$ cat config.mk
export PLATFORM = sky130hd
export DESIGN_NAME = shift_arbiter
export DESIGN_NICKNAME = d
export VERILOG_FILES = /design/src/rtl/shift_arbiter.sv
export SDC_FILE = /design/constraint.sdc
export NUM_CORES = 1
export LEC_CHECK = 0
export CAP_MARGIN = 20
export CORE_AREA = 2 2 105 107
export CTS_BUF_LIST = sky130_fd_sc_hd__clkbuf_4 sky130_fd_sc_hd__clkbuf_8
export DETAILED_ROUTE_END_ITERATION = 10
export DIE_AREA = 0 0 107 109
export DONT_BUFFER_PORTS = 1
export PLACE_DENSITY_LB_ADDON = 0.2
export SETUP_SLACK_MARGIN = 0.15
export SLEW_MARGIN = 20
export SYNTH_ARGS = -nofsm -noshare
export SYNTH_HDL_FRONTEND = slang
export SYNTH_SLANG_ARGS = --single-unit
$ cat constraint.sdc
create_clock -name clk -period 3.5 [get_ports clk]
set_input_delay 0.525 -clock clk [delete_from_list [all_inputs] [get_ports clk]]
set_output_delay 0.525 -clock clk [all_outputs]
set_load 0.01 [all_outputs]
$ cat src/rtl/shift_arbiter.sv
// shift_arbiter: round-robin front end that shares one pipelined barrel shifter among NREQ clients.
// Latency: result strobes LAT+1 clocks after the accepting edge; one operation issued per clock.
// Backpressure: req_ready grants at most one valid client per cycle; responses cannot be stalled.
//
// Ports:
//   clk, reset            rising-edge clock, synchronous active-high reset
//   req_valid/req_ready   per-client handshake; req_ready is one-hot or zero
//   req_shift/req_data    per-client operands, client i at [i*WSH +: WSH] / [i*W +: W]
//   sh_shift/sh_din       registered operands driven into the shared shifter
//   sh_dout               shifter result, valid LAT clocks after sh_shift/sh_din
//   rsp_valid/rsp_id      one-hot result strobe and owner index for rsp_data
//   rsp_data              registered shift result
//   inflight              operations accepted but not yet returned (0..LAT+1)

module shift_arbiter #(
  parameter int W    = 32,
  parameter int NREQ = 4,
  parameter int LAT  = 1,
  localparam int WSH = $clog2(W),
  localparam int WID = $clog2(NREQ)
) (
  input  logic                clk,
  input  logic                reset,
  input  logic [NREQ-1:0]     req_valid,
  output logic [NREQ-1:0]     req_ready,
  input  logic [NREQ*WSH-1:0] req_shift,
  input  logic [NREQ*W-1:0]   req_data,
  output logic [WSH-1:0]      sh_shift,
  output logic [W-1:0]        sh_din,
  input  logic [W-1:0]        sh_dout,
  output logic [NREQ-1:0]     rsp_valid,
  output logic [WID-1:0]      rsp_id,
  output logic [W-1:0]        rsp_data,
  output logic [WID+1:0]      inflight
);

  localparam logic [WID+1:0] INF_ONE = {{(WID+1){1'b0}}, 1'b1};

  // (base + off) mod NREQ; NREQ need not be a power of two, so the wrap is explicit.
  function automatic logic [WID-1:0] wrap_add(input logic [WID-1:0] base, input int off);
    int s;
    s = int'(base) + off;
    if (s >= NREQ) s = s - NREQ;
    return WID'(s);
  endfunction

  // ---------------------------------------------------------------------------
  // Round-robin arbitration
  // ---------------------------------------------------------------------------
  logic [WID-1:0] ptr;      // highest-priority client this cycle
  logic [WID-1:0] gnt_id;   // granted client (0 when nobody is valid)
  logic           gnt_any;  // a grant is issued, i.e. an accept happens at this edge

  always_comb begin
    gnt_any   = 1'b0;
    gnt_id    = '0;
    req_ready = '0;
    // Scan ptr, ptr+1, ... and take the first valid client.
    for (int k = 0; k < NREQ; k++) begin
      if (!gnt_any && req_valid[wrap_add(ptr, k)]) begin
        gnt_any = 1'b1;
        gnt_id  = wrap_add(ptr, k);
      end
    end
    if (gnt_any) req_ready[gnt_id] = 1'b1;
  end

  // Operand select for the granted client.
  logic [W-1:0]   sel_data;
  logic [WSH-1:0] sel_shift;

  always_comb begin
    sel_data  = req_data[gnt_id*W +: W];
    sel_shift = req_shift[gnt_id*WSH +: WSH];
  end

  // ---------------------------------------------------------------------------
  // Issue stage: operand registers into the shifter and pointer rotation.
  // Operands hold when nothing is accepted so the shifter input stays quiet.
  // ---------------------------------------------------------------------------
  always_ff @(posedge clk) begin
    if (reset) begin
      ptr      <= '0;
      sh_shift <= '0;
      sh_din   <= '0;
    end else if (gnt_any) begin
      ptr      <= wrap_add(gnt_id, 1);
      sh_shift <= sel_shift;
      sh_din   <= sel_data;
    end
  end

  // ---------------------------------------------------------------------------
  // Tag pipeline: stage 0 is loaded alongside sh_din/sh_shift, then LAT more
  // stages follow so that stage LAT lines up with the cycle sh_dout is valid.
  // Only the valid bits need clearing on reset; stale ids are never used.
  // ---------------------------------------------------------------------------
  logic [LAT:0]          tag_vld;
  logic [LAT:0][WID-1:0] tag_id;

  always_ff @(posedge clk) begin
    if (reset) begin
      tag_vld <= '0;
      tag_id  <= '0;
    end else begin
      tag_vld[0] <= gnt_any;
      tag_id[0]  <= gnt_id;
      for (int i = 1; i <= LAT; i++) begin
        tag_vld[i] <= tag_vld[i-1];
        tag_id[i]  <= tag_id[i-1];
      end
    end
  end

  // A response is launched on the edge where the last tag stage is valid.
  logic rsp_fire;
  assign rsp_fire = tag_vld[LAT];

  // ---------------------------------------------------------------------------
  // Response stage: capture the shifter output with its owner.
  // ---------------------------------------------------------------------------
  always_ff @(posedge clk) begin
    if (reset) begin
      rsp_valid <= '0;
      rsp_id    <= '0;
      rsp_data  <= '0;
    end else begin
      rsp_data  <= sh_dout;
      rsp_id    <= tag_id[LAT];
      rsp_valid <= rsp_fire ? (NREQ'(1) << tag_id[LAT]) : '0;
    end
  end

  // ---------------------------------------------------------------------------
  // In-flight counter. The decrement is taken on the same edge that raises
  // rsp_valid, so a full pipeline (issue every clock) settles at LAT+1.
  // ---------------------------------------------------------------------------
  always_ff @(posedge clk) begin
    if (reset) begin
      inflight <= '0;
    end else begin
      case ({gnt_any, rsp_fire})
        2'b10:   inflight <= inflight + INF_ONE;
        2'b01:   inflight <= inflight - INF_ONE;
        default: inflight <= inflight;
      endcase
    end
  end

endmodule
==> results_dict.tcl, run 1 <==
set metrics [dict create \
    ys_top_cells_by_count "sky130_fd_sc_hd__dfxtp_1, sky130_fd_sc_hd__mux2i_1, sky130_fd_sc_hd__nor2b_1, sky130_fd_sc_hd__o221ai_1, sky130_fd_sc_hd__nand3b_1" \
    cts.path.max_buffers 2 \
    met1_usage 0.1910 \
    largest_net_degree_at_the_start_of_global_routing 74 \
    hpwlAfterDp_um 7945 \
    tritoncts_clock_tree "done" \
    rsz0062_at_grt "no" \
    critPathCaptureType "output port" \
    synthesis.instances 369 \
    cellLeakagePower_uw 0.001603 \
    number_of_antenna_violations_at_the_first_check_in_global_routing 0 \
    setup-tns-final_ns 0 \
    setup_viol 0 \
    final_net_count 549 \
    cts.htree.levels 3 \
    antenna-diode-count 0 \
    async_reset_ff_frac 0 \
    synthTopCellsByArea "sky130_fd_sc_hd__dfxtp_1, sky130_fd_sc_hd__mux2i_1, sky130_fd_sc_hd__o221ai_1, sky130_fd_sc_hd__nor2b_1, sky130_fd_sc_hd__nand3b_1" \
    globalRoute.busiestLayer "met2" \
    clk_pin_slew_worst_paths_ns 0.09 \
    power-per-cell-area_nw_per_um2 626.3 \
    min_period_over_period 0.7479 \
    dp.cells 485 \
    holdPathStages 1 \
    worst_r2r_path_depth 7 \
    period_needed_ns 2.618 \
    critPathRequiredTime_ns 2.97 \
    first_global_vias 2719 \
    max_cap_viol_count 0 \
    use_met3 0.06097 \
    final_util 0.3885 \
    max_slew_margin 0.3933 \
    wl_per_cell_um 21.21 \
    cts_hold_repair.buffers 0 \
    number_of_input_and_output_port_buffers_inserted 0 \
    most_area_hungry_cell_type_in_the_yosys_netlist "sky130_fd_sc_hd__dfxtp_1" \
    worst-slew-pin-transition_ns 0.9067 \
    drive_above_1_share 0.07756 \
    synth_warnings 0 \
    post_layout_nonfiller_instances 501 \
    post-synth-top-count-cell "sky130_fd_sc_hd__dfxtp_1" \
    run_status "finished clean" \
    timing.final.hold_violations 0 \
    hold_path_class "primary input to flip-flop" \
    drc 0 \
    die_y_um 109 \
    dp_worst_setup_slack_ns 0.9475 \
    site_row_count 38 \
    use_met2 0.3185 \
    clkLatencyLatePin_ns 0.35 \
    postLayoutSetupSlackWorst_ns 0.8823 \
    detailed_router_s_first_iteration_violation_count 149 \
    synth-edff-count 0 \
    grt_util_all_layers 0.1740 \
    placeableCoreArea_sq_um 10600 \
    drt.antenna.violating_nets 0 \
    routed_wirelength_um 10630 \
    vias_per_cell 5.601 \
    irDropWorstVdd_v 0.0002324 \
    ios 269 \
    yosysSeqAreaShare 0.4519 \
    number_of_max_slew_violations_in_the_final_report 0 \
    die-area_sq_um 11660 \
    cts_buffer_count 9 \
    synthFlopType "sky130_fd_sc_hd__dfxtp_1" \
    postcts_resize_cnt 0 \
    post_cts_buffers 0 \
    worst_ep_arrival_time_ns 2.09 \
    start_util 0.3635 \
    synthesis.nets 562 \
    synth.top_cell.area_share 0.4519 \
    dieWidth_um 107 \
    cts-root-buf "sky130_fd_sc_hd__clkbuf_8" \
    gp_congestion 0.8618 \
    totalPowerFinal_uw 2580 \
    setup.worst_path.class "flip-flop to output port" \
    critical_path.startpoint_type "flip-flop" \
    drtPass1Iterations 4 \
    cts_num_sinks 87 \
    max_clock_freq_mhz 382.0 \
    crit_path_max_fanout 29 \
    num_vias 2806 \
    synth.distinct_cells 38 \
    flow.area_growth_from_synthesis_pct 6.883 \
    globalRoute.totalOverflow 0 \
    post_synth.cell_area_avg_sq_um 10.44 \
    netlist_area_sq_um 3854 \
    ys_seq_elements 87 \
    wire_length_of_the_first_global_routing_pass_um 15230 \
    timing.clock.skew_ns 0.007076 \
]
## layout make-up
class	instances	area (sq um)
clock buffer	9	123.9
timing repair buffer	4	30.03
tap	140	175.2
inverter	5	18.77
clock inverter	7	86.33
fill	1056	6484
sequential	87	1742
multi-input combinational	249	1943
## metrics by stage
step,instance area [sq um],hold WS [ns]
finish,4119,0.2320
global route,4119,0.1968
CTS,4119,0.2040
detailed placement,3909,0.4245
global placement,3909,0.4188
floorplan,3854,0.4138
## worst max-delay path, cell delays in order (launching register included)
cell and delay, ns:
sky130_fd_sc_hd__dfxtp_1 0.38, sky130_fd_sc_hd__nor2b_1 0.09, sky130_fd_sc_hd__o21bai_1 0.14, sky130_fd_sc_hd__o31a_2 0.25, sky130_fd_sc_hd__buf_4 0.42, sky130_fd_sc_hd__ha_1 0.21
sky130_fd_sc_hd__nor2b_1 0.25
## worst paths after layout
kind / start / to / slack, ns
worst max register to register: ptr[0] / sh_din[28] / 1.41
worst min-delay path: reset / rsp_data[24] / 0.23
worst max-delay path: ptr[0] / req_ready[2] / 0.88
worst min register to register: tag_id[0] / tag_id[2] / 0.45
## state kept, by name, indices dropped and copies added, names as in the netlist
name and cells:
inflight 4, ptr 2, rsp_data 32, rsp_id 2, rsp_valid 4, sh_din 32
sh_shift 5, tag_id 4, tag_vld 2
## cell families (layout without fill, tap and decap cells)
group	after synthesis	count (layout)	synth area share
AO/OA/AOI/OAI	67	67	0.1399
XOR/XNOR	4	4	0.009090
multiplexers	60	60	0.1558
adder cells (fa/ha/maj)	7	7	0.02273
buffers and inverters	33	25	0.04415
AND/OR/NAND/NOR	111	111	0.1763
flip-flops	87	87	0.4519
## layout by cell type (no fill, tap or decap)
cell / synthesis / layout
sky130_fd_sc_hd__dfxtp_1: 87 / 87
sky130_fd_sc_hd__mux2i_1: 60 / 60
sky130_fd_sc_hd__nor2b_1: 45 / 45
sky130_fd_sc_hd__o221ai_1: 36 / 36
sky130_fd_sc_hd__nand3b_1: 24 / 24
sky130_fd_sc_hd__nand2_1: 22 / 22
sky130_fd_sc_hd__o211ai_1: 13 / 13
sky130_fd_sc_hd__clkbuf_8: 0 / 9
sky130_fd_sc_hd__nor2_1: 7 / 7
sky130_fd_sc_hd__ha_1: 7 / 7
sky130_fd_sc_hd__xor2_1: 4 / 4
sky130_fd_sc_hd__o21bai_1: 4 / 4
sky130_fd_sc_hd__a21oi_1: 4 / 4
sky130_fd_sc_hd__buf_4: 6 / 4
sky130_fd_sc_hd__inv_1: 3 / 3
sky130_fd_sc_hd__inv_6: 0 / 3
sky130_fd_sc_hd__inv_2: 2 / 2
sky130_fd_sc_hd__o21ai_0: 2 / 2
sky130_fd_sc_hd__a211oi_1: 2 / 2
sky130_fd_sc_hd__nor4bb_1: 2 / 2
sky130_fd_sc_hd__nand2b_1: 2 / 2
sky130_fd_sc_hd__inv_8: 0 / 2
sky130_fd_sc_hd__nor2_2: 1 / 1
sky130_fd_sc_hd__o21a_1: 1 / 1
sky130_fd_sc_hd__o21ba_2: 1 / 1
sky130_fd_sc_hd__nor3_4: 1 / 1
sky130_fd_sc_hd__a21boi_0: 1 / 1
sky130_fd_sc_hd__o31a_2: 0 / 1
sky130_fd_sc_hd__or3_1: 1 / 1
sky130_fd_sc_hd__and3_1: 1 / 1
sky130_fd_sc_hd__nand2_2: 1 / 1
sky130_fd_sc_hd__a31o_2: 1 / 1
sky130_fd_sc_hd__or4_1: 1 / 1
sky130_fd_sc_hd__a311oi_1: 1 / 1
sky130_fd_sc_hd__nor4b_1: 1 / 1
sky130_fd_sc_hd__and4b_1: 1 / 1
sky130_fd_sc_hd__nand4b_1: 1 / 1
sky130_fd_sc_hd__clkinvlp_4: 0 / 1
sky130_fd_sc_hd__bufinv_16: 0 / 1
## metal layers
metal  share of wire  up-vias
li1                -     1320
met1            0.37     1303
met2            0.52      174
met3           0.094        9
met4           0.011        0
met5               0        -
## report_power, final
| group | internal [uW] | switching [uW] |
|---|---|---|
| logic | 240 | 300 |
| clock network | 348 | 403 |
| registers | 1130 | 162 |
Power figures use the tool's default switching activity.
==> inputs of run 2 (changes only) <==
--- a/config.mk
+++ b/config.mk
@@ -5,11 +5,11 @@
 export SDC_FILE = /design/constraint.sdc
 export NUM_CORES = 1
 export LEC_CHECK = 0
+export ABC_AREA = 1
 export CAP_MARGIN = 20
-export CORE_AREA = 2 2 105 107
+export CORE_UTILIZATION = 50
 export CTS_BUF_LIST = sky130_fd_sc_hd__clkbuf_4 sky130_fd_sc_hd__clkbuf_8
 export DETAILED_ROUTE_END_ITERATION = 10
-export DIE_AREA = 0 0 107 109
 export DONT_BUFFER_PORTS = 1
 export PLACE_DENSITY_LB_ADDON = 0.2
 export SETUP_SLACK_MARGIN = 0.15
==> constraint.sdc (replaced) <==
create_clock -name clk -period 2.6 [get_ports clk]
set_input_delay 0.39 -clock clk [delete_from_list [all_inputs] [get_ports clk]]
set_output_delay 0.39 -clock clk [all_outputs]
set_load 0.01 [all_outputs]
==> run 2 against run 1 <==
  * Worst setup slack got worse by 0.78 ns
  * First-iteration DRC count up 65%
  * Non-clock buffer count up 23
  * Wire length grew 33%
  * Critical path depth up 4
  * Largest power group is now combinational logic
  * Synthesized area grew 36%
==> results_dict.tcl, run 2 <==
set metrics [dict create \
    run_status "finished clean" \
    critical-path-slowest-cell "sky130_fd_sc_hd__dfxtp_4" \
    cell_internal_pwr_uw 4262 \
    synthSimpleGateAreaFrac 0.3432 \
    flow.area_growth_from_synthesis_pct 10.57 \
    clkLatencyLatePin_ns 0.36 \
    globalRoute.totalOverflow 0 \
    synth.top_cell.area_share 0.3315 \
    grt_util_all_layers 0.2450 \
    worst_r2r_path_depth 16 \
    placeableCoreArea_sq_um 10280 \
    detailed_router_s_first_iteration_violation_count 246 \
    critPathCaptureType "output port" \
    setup_viol 0 \
    critPathRequiredTime_ns 2.21 \
    critical_path.startpoint_type "flip-flop" \
    worst_ep_arrival_time_ns 2.11 \
    num_vias 5191 \
    max_clock_freq_mhz 399.6 \
    site_row_count 37 \
    netlist_area_sq_um 5254 \
    synth_warnings 0 \
    die_y_um 104.5 \
    ios 269 \
    gp_congestion 0.9087 \
    power_frac_seq 0.240 \
    critical_path.n_buffers_inverters 3 \
    wl_per_cell_um 13.91 \
    final_common_cell "sky130_fd_sc_hd__inv_1" \
    cts_buffer_count 9 \
    synth_compound_gate_area_share 0.04573 \
    area_share_of_fa_ha_maj_cells_after_synthesis 0.01667 \
    timing.hold.worst_endpoint "ptr[0]" \
    vias_per_cell 5.124 \
    ys_top_cells_by_count "sky130_fd_sc_hd__inv_1, sky130_fd_sc_hd__nand3_1, sky130_fd_sc_hd__nand2_1, sky130_fd_sc_hd__dfxtp_1, sky130_fd_sc_hd__nor2_1" \
    synthMuxAreaShare 0 \
    synthesis.instances 884 \
    power_frac_comb 0.653 \
    hpwlAfterDp_um 9617 \
    setup.worst_path.class "flip-flop to output port" \
    drt.antenna.violating_nets 0 \
    post-synth-top-count-cell "sky130_fd_sc_hd__inv_1" \
    postLayoutSetupSlackWorst_ns 0.09763 \
    power.share.switching 0.5216 \
    biggestRegsByFlops "rsp_data (32), sh_din (32), sh_shift (5)" \
    cts_num_sinks 87 \
    clk_pin_slew_worst_paths_ns 0.11 \
    yosysSeqAreaShare 0.3315 \
    number_of_antenna_violations_at_the_first_check_in_global_routing 0 \
    largest_family_of_logic_cells_by_synthesized_area "simple AND/OR/NAND/NOR gates" \
    timing.clock.skew_ns 0.02305 \
    timing.final.hold_violations 0 \
    holdPathStages 1 \
    period_needed_ns 2.502 \
    cts.path.max_buffers 2 \
    min_period_over_period 0.9624 \
    ys_seq_elements 87 \
    drtPass1Iterations 7 \
    timing.critical_path.mode_cell "sky130_fd_sc_hd__nand2_1" \
    final_util 0.5653 \
    die-area_sq_um 10920 \
    worst-r2r-setup-slack_ns 0.26 \
    max_slew_margin 0.7141 \
    r2r-end "inflight[2]" \
    routed_wirelength_um 14090 \
    tritoncts_clock_tree "done" \
    dieWidth_um 104.5 \
    final_area_sq_um 5809 \
    timing.critical_path.max_delay_family "simple AND/OR/NAND/NOR gates" \
    crit_chain "nand2_1 -> nand3_1 -> nand2_1 -> inv_1 -> nand4_1 -> nand2_4 -> inv_6 -> ha_4 -> nand2_2 -> inv_2" \
    antenna-diode-count 0 \
    cellLeakagePower_uw 0.003688 \
    post_dp_cell_area_sq_um 5275 \
    synth-edff-count 0 \
    synthTopCellsByArea "sky130_fd_sc_hd__dfxtp_1, sky130_fd_sc_hd__inv_1, sky130_fd_sc_hd__nand3_1, sky130_fd_sc_hd__nand2_1, sky130_fd_sc_hd__o21ai_0" \
    drive_above_1_share 0.09578 \
    reg2reg_from "ptr[0]" \
    layout_common_cells "sky130_fd_sc_hd__inv_1, sky130_fd_sc_hd__nand3_1, sky130_fd_sc_hd__nand2_1" \
    power.net_switching_uw 4647 \
    rsz0062_at_grt "yes" \
    start_util 0.5112 \
    drc 0 \
    power-per-cell-area_nw_per_um2 1534 \
    irDropWorstVdd_v 0.0008723 \
    cts.htree.levels 3 \
    number_of_input_and_output_port_buffers_inserted 0 \
    synth_xor_area_frac 0.005001 \
    largest_net_degree_at_the_start_of_global_routing 72 \
    first_global_vias 4682 \
    hold_path_class "primary input to flip-flop" \
    setup-tns-final_ns 0 \
    number_of_max_slew_violations_in_the_final_report 0 \
    synthFlopType "sky130_fd_sc_hd__dfxtp_1" \
    min-delay-start "reset" \
    dp_worst_setup_slack_ns 0.2072 \
    max_cap_viol_count 0 \
    post_synth.cell_area_avg_sq_um 5.943 \
    synth.distinct_cells 27 \
    final_net_count 1065 \
    async_reset_ff_frac 0 \
    cts-root-buf "sky130_fd_sc_hd__clkbuf_8" \
    share_clk_of_total_power 0.107 \
    crit_path_max_fanout 7 \
    wire_length_of_the_first_global_routing_pass_um 21760 \
    worst_stage_delay_on_the_critical_path_ns 0.45 \
    worst-slew-pin-transition_ns 0.4284 \
    most_area_hungry_cell_type_in_the_yosys_netlist "sky130_fd_sc_hd__dfxtp_1" \
    synthesis.nets 1077 \
]
-- run 2: cell types whose count changed after synthesis, moves of 39 or more --
cell and change:
sky130_fd_sc_hd__inv_1 +279, sky130_fd_sc_hd__mux2i_1 -60, sky130_fd_sc_hd__nand2_1 +131, sky130_fd_sc_hd__nand3_1 +192, sky130_fd_sc_hd__nor2_1 +42, sky130_fd_sc_hd__nor2b_1 -45, sky130_fd_sc_hd__o21ai_0 +39
-- run 2: routing by layer --
| metal | GRT usage | part of all wire | vias to the layer above |
|---|---|---|---|
| met1 | 0.2830 | 0.39 | 2360 |
| met5 | 0 | 0 | - |
| met2 | 0.4376 | 0.50 | 245 |
| met3 | 0.06140 | 0.083 | 33 |
| li1 | - | - | 2553 |
| met4 | 0.08163 | 0.021 | 0 |
-- run 2: final cells by class --
cell class              instances  area [sq um]
well taps                     136         170.2
flip-flops and latches         87          1749
fillers                       999          4468
clock inverters                 7         73.82
clock buffers                   9         123.9
repair buffers                 27         317.8
multi-input cells             462          2287
repair inverters                1         6.256
inverters                     284          1081
-- run 2: timing repair --
| item | 4_1_cts | 5_1_grt |
|---|---|---|
| gates resized for setup | 13 | 41 |
| setup endpoints to repair | 4 | 7 |
| pin swaps | 3 | 9 |
| hold buffers | 0 | 0 |
| cloned | 1 | 2 |
| setup buffers | 6 | 7 |
-- run 2: worst max-delay path by stage --
stage / start / end / slack [ns] / cells past startpoint
after CTS: ptr[0] / req_ready[3] / 0.14 / 13
after global placement: ptr[0] / inflight[2] / 0.33 / 16
after detailed placement: ptr[0] / inflight[3] / 0.21 / 16
after global routing: ptr[0] / req_ready[2] / 0.004 / 10
final: ptr[0] / req_ready[3] / 0.1 / 10
after floorplan: ptr[0] / inflight[2] / 0.26 / 18
-- run 2: cells by family (layout without fill, tap and decap cells) --
logic type,after synthesis,in the layout
buffers and inverters,335,328
adder cells (fa/ha/maj),7,7
AO/OA/AOI/OAI,47,47
AND/OR/NAND/NOR,405,405
XOR/XNOR,3,3
flip-flops,87,87
-- run 2: power groups by stage --
stage               registers [uW]  clock network (uW)  logic (uW)
global route                  2170                1030        6530
CTS                           2120                 989        5300
finish                        2140                 955        5810
floorplan                     2010                   0        4250
detailed placement            2150                   0        4990
global placement              2140                   0        4830
-- run 2: through the flow --
| step | total power [uW] | std cells | hold slack, ns |
|---|---|---|---|
| global placement | 6977 | 981 | 0.3903 |
| finish | 8910 | 1013 | 0.08182 |
| floorplan | 6258 | 884 | 0.3883 |
| global route | 9731 | 1013 | 0.05701 |
| CTS | 8410 | 1004 | 0.05833 |
| detailed placement | 7134 | 981 | 0.3948 |
==> inputs of run 3 (changes only) <==
--- a/config.mk
+++ b/config.mk
@@ -9,9 +9,9 @@
 export CAP_MARGIN = 20
 export CORE_UTILIZATION = 50
 export CTS_BUF_LIST = sky130_fd_sc_hd__clkbuf_4 sky130_fd_sc_hd__clkbuf_8
+export CTS_CLUSTER_DIAMETER = 40
 export DETAILED_ROUTE_END_ITERATION = 10
 export DONT_BUFFER_PORTS = 1
-export PLACE_DENSITY_LB_ADDON = 0.2
 export SETUP_SLACK_MARGIN = 0.15
 export SLEW_MARGIN = 20
 export SYNTH_ARGS = -nofsm -noshare
==> run 3 against run 2 <==
  * Worst setup slack better by 0.086 ns
  * First-iteration DRC count is 16% lower
  * Critical path depth is 2 higher
  * Wire length is 2.5% lower
  * Final cell count is 0.59% lower
  * Via count is 2.7% lower
  * Fmax is 3.5% higher
  * Critical path type unchanged
  * Critical endpoint is now req_ready[1]
==> results_dict.tcl, run 3 (same netlist as run 2, synthesis figures left out) <==
set metrics [dict create \
    crit_chain "buf_6 -> nand2_2 -> nand2_2 -> nand2_2 -> nand2_2 -> nor2_4 -> nand4_1 -> nand2_4 -> buf_6 -> ha_4 -> nand2_2 -> inv_2" \
    die-area_sq_um 10920 \
    gp_congestion 0.8432 \
    drc 0 \
    die_y_um 104.5 \
    globalRoute.totalOverflow 0 \
    max_cap_viol_count 0 \
    period_needed_ns 2.417 \
    clk_pin_slew_worst_paths_ns 0.10 \
    num_vias 5050 \
    critical-path-slowest-cell "sky130_fd_sc_hd__dfxtp_4" \
    cts.htree.levels 3 \
    timing.clock.skew_ns 0.008745 \
    critPathCaptureType "output port" \
    first_global_vias 4673 \
    cts-root-buf "sky130_fd_sc_hd__clkbuf_8" \
    vias_per_cell 5.015 \
    setup-tns-final_ns 0 \
    worst_stage_delay_on_the_critical_path_ns 0.39 \
    routed_wirelength_um 13740 \
    tritoncts_clock_tree "done" \
    number_of_antenna_violations_at_the_first_check_in_global_routing 0 \
    rsz0062_at_grt "yes" \
    drive_above_1_share 0.09300 \
    drtPass1Iterations 5 \
    hpwlAfterDp_um 9714 \
    critical_path.n_buffers_inverters 3 \
    dieWidth_um 104.5 \
    worst_ep_arrival_time_ns 2.03 \
    timing.critical_path.max_delay_family "simple AND/OR/NAND/NOR gates" \
    timing.critical_path.mode_cell "sky130_fd_sc_hd__nand2_2" \
    crit_path_max_fanout 6 \
    placeableCoreArea_sq_um 10280 \
    drt.antenna.violating_nets 0 \
    biggestRegsByFlops "rsp_data (32), sh_din (32), sh_shift (5)" \
    dp.cells 981 \
    antenna-diode-count 0 \
    flow.area_growth_from_synthesis_pct 8.621 \
    wire_length_of_the_first_global_routing_pass_um 21870 \
    timing.final.hold_violations 0 \
    cts.path.max_buffers 2 \
    largest_net_degree_at_the_start_of_global_routing 82 \
    worst-slew-pin-transition_ns 0.8263 \
    cts_num_sinks 87 \
    layout_common_cells "sky130_fd_sc_hd__inv_1, sky130_fd_sc_hd__nand3_1, sky130_fd_sc_hd__nand2_1" \
    start_util 0.5112 \
    run_status "finished clean" \
    cts_buffer_count 9 \
    site_row_count 37 \
    number_of_input_and_output_port_buffers_inserted 0 \
    critical_path.startpoint_type "flip-flop" \
    number_of_max_slew_violations_in_the_final_report 0 \
    setup.worst_path.class "flip-flop to output port" \
    grt_util_all_layers 0.2486 \
    clkLatencyLatePin_ns 0.36 \
    max_clock_freq_mhz 413.8 \
    setup_viol 0 \
    irDropWorstVdd_v 0.001099 \
    critPathRequiredTime_ns 2.21 \
    max_slew_margin 0.4485 \
    hold_path_class "primary input to flip-flop" \
    final_common_cell "sky130_fd_sc_hd__inv_1" \
    power-per-cell-area_nw_per_um2 1518 \
    fin_hold_ws_ns 0.08700 \
    final_net_count 1059 \
    detailed_router_s_first_iteration_violation_count 207 \
    min_period_over_period 0.9295 \
    post_layout_nonfiller_instances 1007 \
    ios 269 \
    cellLeakagePower_uw 0.003629 \
    wl_per_cell_um 13.64 \
]
run 3: cell count changes in the layout (fill, tap and decap cells not counted), sizes merged:
cell / delta
bufinv: +1
bufbuf: -1
buf: -3
clkinvlp: -2
clkinv: +1
inv: -2
run 3: worst paths after layout:
path / from / endpoint / slack (ns) / depth (start not counted)
min: reset / rsp_data[26] / 0.09 / 1
max: ptr[0] / req_ready[1] / 0.18 / 12
min reg2reg: tag_vld[0] / tag_vld[1] / 0.41 / 2
max reg2reg: ptr[0] / inflight[2] / 0.26 / 17
run 3: timing repair:
action | 4_1_cts | 5_1_grt
setup endpoints to repair | 6 | 15
setup buffers | 2 | 8
hold buffers | 0 | 0
pin swaps | 4 | 13
gates resized for setup | 14 | 41
gates cloned | 0 | 0
run 3: final cells by class:
class	count	area [sq um]
clock buffers	10	137.6
clock inverters	6	76.32
fillers	1091	4571
inverters	284	1081
multi-input cells	462	2287
flip-flops and latches	87	1749
well taps	136	170.2
repair buffers	22	205.2
run 3: power by group:
group / internal [uW] / switching (uW)
clock network: 486 / 531
logic: 2010 / 3510
registers: 1710 / 415
run 3: through the flow:
stage | utilization | worst slack, ns | instance area, sq um | total power (uW)
floorplan | - | 0.2638 | 5254 | 6258
global placement | 0.5121 | 0.2391 | 5263 | 7010
detailed placement | 0.5121 | 0.1135 | 5263 | 7100
CTS | 0.5382 | 0.1418 | 5532 | 8300
global route | 0.5553 | 0.05715 | 5707 | 9577
finish | 0.5553 | 0.1832 | 5707 | 8662
run 3: routing by layer:
| metal | part of all wire | up-vias | track usage |
|---|---|---|---|
| met5 | 0 | - | 0 |
| met4 | 0.023 | 0 | 0.09796 |
| met3 | 0.067 | 24 | 0.06830 |
| met2 | 0.50 | 199 | 0.4215 |
| met1 | 0.41 | 2283 | 0.2963 |
| li1 | - | 2544 | - |
